**config.mk**
```make
export PLATFORM = sky130hd
export DESIGN_NAME = m_main
export DESIGN_NICKNAME = d
export VERILOG_FILES = /design/src/rtl/m_main.sv
export SDC_FILE = /design/constraint.sdc
export NUM_CORES = 1
export LEC_CHECK = 0
export CORE_MARGIN = 1
export CORE_UTILIZATION = 35
export CTS_CLUSTER_SIZE = 24
export DETAILED_ROUTE_END_ITERATION = 10
export DONT_BUFFER_PORTS = 1
export GPL_TIMING_DRIVEN = 0
export PLACE_DENSITY_LB_ADDON = 0.12
export SETUP_SLACK_MARGIN = 0.15
export SYNTH_ARGS = -nofsm -noshare
export SYNTH_HDL_FRONTEND = slang
export SYNTH_SLANG_ARGS = --single-unit
```
**constraint.sdc**
```tcl
create_clock -name w_clk -period 1.6 [get_ports w_clk]
set_input_delay 0.24 -clock w_clk [delete_from_list [all_inputs] [get_ports w_clk]]
set_output_delay 0.24 -clock w_clk [all_outputs]
set_load 0.05 [all_outputs]
```
**src/rtl/m_main.sv**
```systemverilog
//------------------------------------------------------------------------------
// Module      : m_main
// Description : Bit-serial 32-bit ADD/SUB/AND/OR/XOR datapath, one bit per
//               clock, LSB first, through a 1-bit adder/logic slice.
// Revision    : 1.0 - initial release
//------------------------------------------------------------------------------
`default_nettype none

module m_main #(
    parameter logic [31:0] OPA = 32'd6,
    parameter logic [31:0] OPB = 32'd7,
    parameter logic [2:0]  OP  = 3'd0
) (
    input  logic        w_clk,
    input  logic        w_rst,
    output logic [31:0] w_rslt
);

    localparam logic [2:0] c_op_sub = 3'd1;
    localparam logic [2:0] c_op_and = 3'd2;
    localparam logic [2:0] c_op_or  = 3'd3;
    localparam logic [2:0] c_op_xor = 3'd4;

    typedef enum logic [1:0] {
        S_LOAD  = 2'd0,
        S_SHIFT = 2'd1,
        S_DONE  = 2'd2
    } state_t;

    state_t      r_state, w_state_d;
    logic [31:0] r_rrs, w_rrs_d;
    logic [31:0] r_rrt, w_rrt_d;
    logic [31:0] r_shiftrega, w_shiftrega_d;
    logic [31:0] r_shiftregb, w_shiftregb_d;
    logic        r_carry, w_carry_d;
    logic [5:0]  r_cnt, w_cnt_d;
    logic [31:0] r_rslt, w_rslt_d;

    logic w_is_sub;
    logic w_a;
    logic w_b;
    logic w_sum;
    logic w_cout;

    assign w_is_sub = (OP == c_op_sub);
    assign w_a      = r_shiftrega[0];
    assign w_b      = r_shiftregb[0];

    // One-bit slice: logic ops kill the carry; codes 5-7 fall through to ADD.
    always_comb begin
        w_sum  = w_a ^ w_b ^ r_carry;
        w_cout = (w_a & w_b) | (w_a & r_carry) | (w_b & r_carry);
        case (OP)
            c_op_and: begin w_sum = w_a & w_b; w_cout = 1'b0; end
            c_op_or:  begin w_sum = w_a | w_b; w_cout = 1'b0; end
            c_op_xor: begin w_sum = w_a ^ w_b; w_cout = 1'b0; end
            default:  ;
        endcase
    end

    always_comb begin
        w_state_d     = r_state;
        w_rrs_d       = r_rrs;
        w_rrt_d       = r_rrt;
        w_shiftrega_d = r_shiftrega;
        w_shiftregb_d = r_shiftregb;
        w_carry_d     = r_carry;
        w_cnt_d       = r_cnt;
        w_rslt_d      = r_rslt;
        case (r_state)
            S_LOAD: begin
                w_shiftrega_d = r_rrs;
                w_shiftregb_d = w_is_sub ? ~r_rrt : r_rrt;
                w_carry_d     = w_is_sub;
                w_cnt_d       = 6'd0;
                w_state_d     = S_SHIFT;
            end
            S_SHIFT: begin
                if (!r_cnt[5]) begin
                    w_shiftrega_d = {w_sum, r_shiftrega[31:1]};
                    w_shiftregb_d = {1'b0, r_shiftregb[31:1]};
                    w_carry_d     = w_cout;
                    w_cnt_d       = r_cnt + 6'd1;
                end else begin
                    w_rslt_d  = r_shiftrega;
                    w_state_d = S_DONE;
                end
            end
            S_DONE: ;
            default: w_state_d = S_LOAD;
        endcase
    end

    always_ff @(posedge w_clk or negedge w_rst) begin
        if (!w_rst) begin
            r_state     <= S_LOAD;
            r_rrs       <= OPA;
            r_rrt       <= OPB;
            r_shiftrega <= 32'd0;
            r_shiftregb <= 32'd0;
            r_carry     <= 1'b0;
            r_cnt       <= 6'd0;
            r_rslt      <= 32'd0;
        end else begin
            r_state     <= w_state_d;
            r_rrs       <= w_rrs_d;
            r_rrt       <= w_rrt_d;
            r_shiftrega <= w_shiftrega_d;
            r_shiftregb <= w_shiftregb_d;
            r_carry     <= w_carry_d;
            r_cnt       <= w_cnt_d;
            r_rslt      <= w_rslt_d;
        end
    end

    assign w_rslt = r_rslt;

endmodule

`default_nettype wire

```
==> results.sh <==
export IMPL_clkTransAtPathRegs_ns=0.07
export IMPL_hold_path_class="primary input to async pin"
export IMPL_finClkSkew_ns=0.007323
export IMPL_peakVddDrop_mv=0.4826
export IMPL_port_buffer_count=0
export IMPL_ys_seq_area_share_pct=67.29
export IMPL_gp_congestion=0.7280
export IMPL_criticalPathCategory="flop to flop"
export IMPL_synthSimpleGateAreaFrac_pct=2.479
export IMPL_grt_overflow_total=0
export IMPL_synthMuxAreaShare_pct=12.75
export IMPL_final_area_sq_mm=0.003246
export IMPL_worst_slack_ns=0.07178
export IMPL_root_buffer="clkbuf_8"
export IMPL_die_area_sq_mm=0.008439
export IMPL_whs_ns=-0.4121
export IMPL_finalNetCount=204
export IMPL_final_max_slew_violation_count=0
export IMPL_grt_pass1_vias=1730
export IMPL_grt_first_pass_wirelength_um=8742
export IMPL_netlist_area_sq_mm=0.002826
export IMPL_synth_adder_area_share_pct=1.151
export IMPL_rsz0062_at_grt="true"
export IMPL_drt_iter0_drc=39
export IMPL_p_per_area_mw_per_mm2=1058
export IMPL_cp_start_kind="flop"
export IMPL_fillCellCount=738
export IMPL_fp_dieH_um=91.87
export IMPL_syn_to_final_growth_pct=14.83
export IMPL_maxSlewHeadroom_pct=66.51
export IMPL_cp_arrival_ns=1.80
export IMPL_worst_slew_pin_slew_ns=0.5024
export IMPL_drive_gt1_share_pct=33.33
export IMPL_hold_viol_final=76
export IMPL_preCtsSetupSlack_ns=-0.02753
export IMPL_synth_compound_area_share_pct=13.37
export IMPL_firstDrtPassIters=3
export IMPL_antenna_found_initial=0
export IMPL_num_rows=32
export IMPL_cts_tree="yes"
export IMPL_initial_core_util_pct=36.39
export IMPL_violations="hold timing"
export IMPL_drcViolationCount=0
export IMPL_yosys_warnings=0
export IMPL_yosys_area_top_type="dfrtp_1"
export IMPL_final_util_pct=41.78
export IMPL_critical_path_max_fanout=9
export IMPL_min_period_ns=1.528
export IMPL_io_pins=34
export IMPL_drt_wl_total_um=5149
export IMPL_cp_required_ns=1.87
export IMPL_post_route_period_util_pct=95.51
export IMPL_clock_sinks=76
export IMPL_fmax_mhz=654.4
export IMPL_setup_violations=0
export IMPL_synth_top_family_by_area="compound AO/OA/AOI/OAI gates"
export IMPL_dpl_hpwl_um=3223
export IMPL_syn_num_nets=189
export IMPL_die_x_um=91.87
export IMPL_grt_max_degree=77
export IMPL_antenna_cells=0
export IMPL_synthCells=185
export IMPL_ys_types=25
export IMPL_ys_seq_elements=76
export IMPL_htreeDepth=3
export IMPL_insertion_delay_ns=0.34
export IMPL_yosysTopAreaCellShare_pct=67.29
export IMPL_crit_path_end_kind="flop"
export IMPL_drt_vias_per_instance=5.101
export IMPL_p_leak_nw=1.588
export IMPL_cts_path_max_buffers=2
export IMPL_vias=1561
export IMPL_synth_area_leaders="dfrtp_1, mux2_2, a22o_1, o22a_1, o21ai_0"
export IMPL_core_sq_mm=0.007767
export IMPL_postRouteAntennaNets=0
export IMPL_synth_xor_area_share_pct=0.3099
export IMPL_max_cap_violations=0
export IMPL_numCtsBuffers=9
export IMPL_place_area_sq_mm=0.002954
export IMPL_status="finished with violations"
export IMPL_detail_route_wl_per_cell_um=16.83
export IMPL_postSynthAreaPerCell_sq_um=15.28
export IMPL_track_usage_pct=13.67
==> layout make-up <==
| class | instances | area, sq um | area share [%] |
|---|---|---|---|
| Clock buffer | 9 | 123.9 | 3.817 |
| Buffer | 13 | 110.1 | 3.392 |
| Inverter | 2 | 7.507 | 0.2313 |
| Clock inverter | 6 | 80.08 | 2.467 |
| Multi-Input combinational cell | 94 | 863.3 | 26.60 |
| Tap cell | 102 | 127.6 | 3.932 |
| Timing Repair Buffer | 4 | 30.03 | 0.9252 |
| Sequential cell | 76 | 1903 | 58.64 |
==> worst max-delay path, cell delays in order (launching register included) <==
cell and delay, ns:
dfrtp_1 0.38, buf_6 0.14, or3b_4 0.40, buf_8 0.13, or3_1 0.33, o21ai_1 0.08
==> state kept, by name, indices dropped and copies added, names as in the netlist <==
name / cells
r_shiftrega: 32
w_rslt: 32
r_cnt: 6
r_shiftregb: 3
r_carry: 1
r_state: 2
==> per-stage QoR <==
step	instances	TNS (ns)	hold slack [ns]	total power (W)
2_1_floorplan	185	0	-0.05559	0.001958
3_3_place_gp	287	-0.01226	-0.05356	0.001958
3_5_place_dp	287	-0.4227	-0.05380	0.001957
4_1_cts	304	0	-0.4316	0.003482
5_1_grt	306	0	-0.4391	0.003563
6_report	306	0	-0.4121	0.003432
==> report_power, final <==
group | internal [W] | total [W] | switching [W] | leakage (nW)
clock | 0.000858 | 0.00151 | 0.000655 | 0.109
combinational | 0 | 0.000000000460 | 0 | 0.460
sequential | 0.00192 | 0.00192 | 0 | 1.02
total | 0.00278 | 0.00343 | 0.000655 | 1.59
==> path summary, 6_finish.rpt <==
check | startpoint | endpoint | slack, ns | cells past startpoint
hold reg to reg | r_shiftregb[1]$_DFFE_PN0P_ | r_shiftregb[0]$_DFFE_PN0P_ | 0.50 | 1
max in group asynchronous | w_rst | r_state[0]$_DFFE_PN0P_ | 1.89 | 0
hold / removal | w_rst | w_rslt[1]$_DFFE_PN0P_ | -0.41 | 0
setup / recovery | r_state[1]$_DFFE_PN0P_ | r_cnt[3]$_DFFE_PN0P_ | 0.07 | 5
setup reg to reg | r_state[1]$_DFFE_PN0P_ | r_cnt[3]$_DFFE_PN0P_ | 0.07 | 5
min in group w_clk | r_shiftregb[1]$_DFFE_PN0P_ | r_shiftregb[0]$_DFFE_PN0P_ | 0.50 | 1
==> cells in the mapped netlist <==
cell	count
inv_1	2
a21oi_1	1
or3_1	1
ha_1	1
a21o_1	1
nand2b_1	1
clkbuf_1	5
clkbuf_2	1
buf_6	1
dfrtp_1	76
o21ai_1	1
a22o_1	32
a31oi_1	1
buf_4	1
fa_1	1
o21ai_0	6
o22a_1	5
nor3_1	2
mux2_2	32
buf_2	5
nor3b_2	1
nand2_1	3
xor2_1	1
nand3_1	3
or3b_1	1
==> cells by family after synthesis <==
logic type	count (synthesis)
flops	76
compound gates	47
mux	32
buf+inv	15
simple gates	12
fa+ha+maj	2
xor+xnor	1
==> repair_timing <==
item / 4_1_cts / 5_1_grt
gates resized for setup: 14 / 15
endpoints found under the setup margin: 61 / 65
hold endpoints to repair: 76 / 76
pin swaps: 0 / 2
setup buffers: 2 / 2
==> layer usage <==
metal	up-vias	global-route usage, %	share of wire [%]
met5	-	0	0
met4	0	7.813	2.6
met3	10	4.478	6.2
met2	32	21.27	48
met1	817	16.65	43
li1	702	-	-
==> cells in the final DEF (no fill, tap or decap), types with 2 or more instances in the layout <==
cell type,instances
nand3_1,2
bufinv_16,2
mux2_2,32
o21ai_1,3
buf_4,7
inv_1,2
buf_2,4
nor3_1,2
nand2_1,3
dfrtp_1,75
a22o_1,32
o21ai_0,4
clkbuf_8,9
o22a_1,5
buf_6,4
clkinv_2,4
Power figures use the tool's default switching activity.
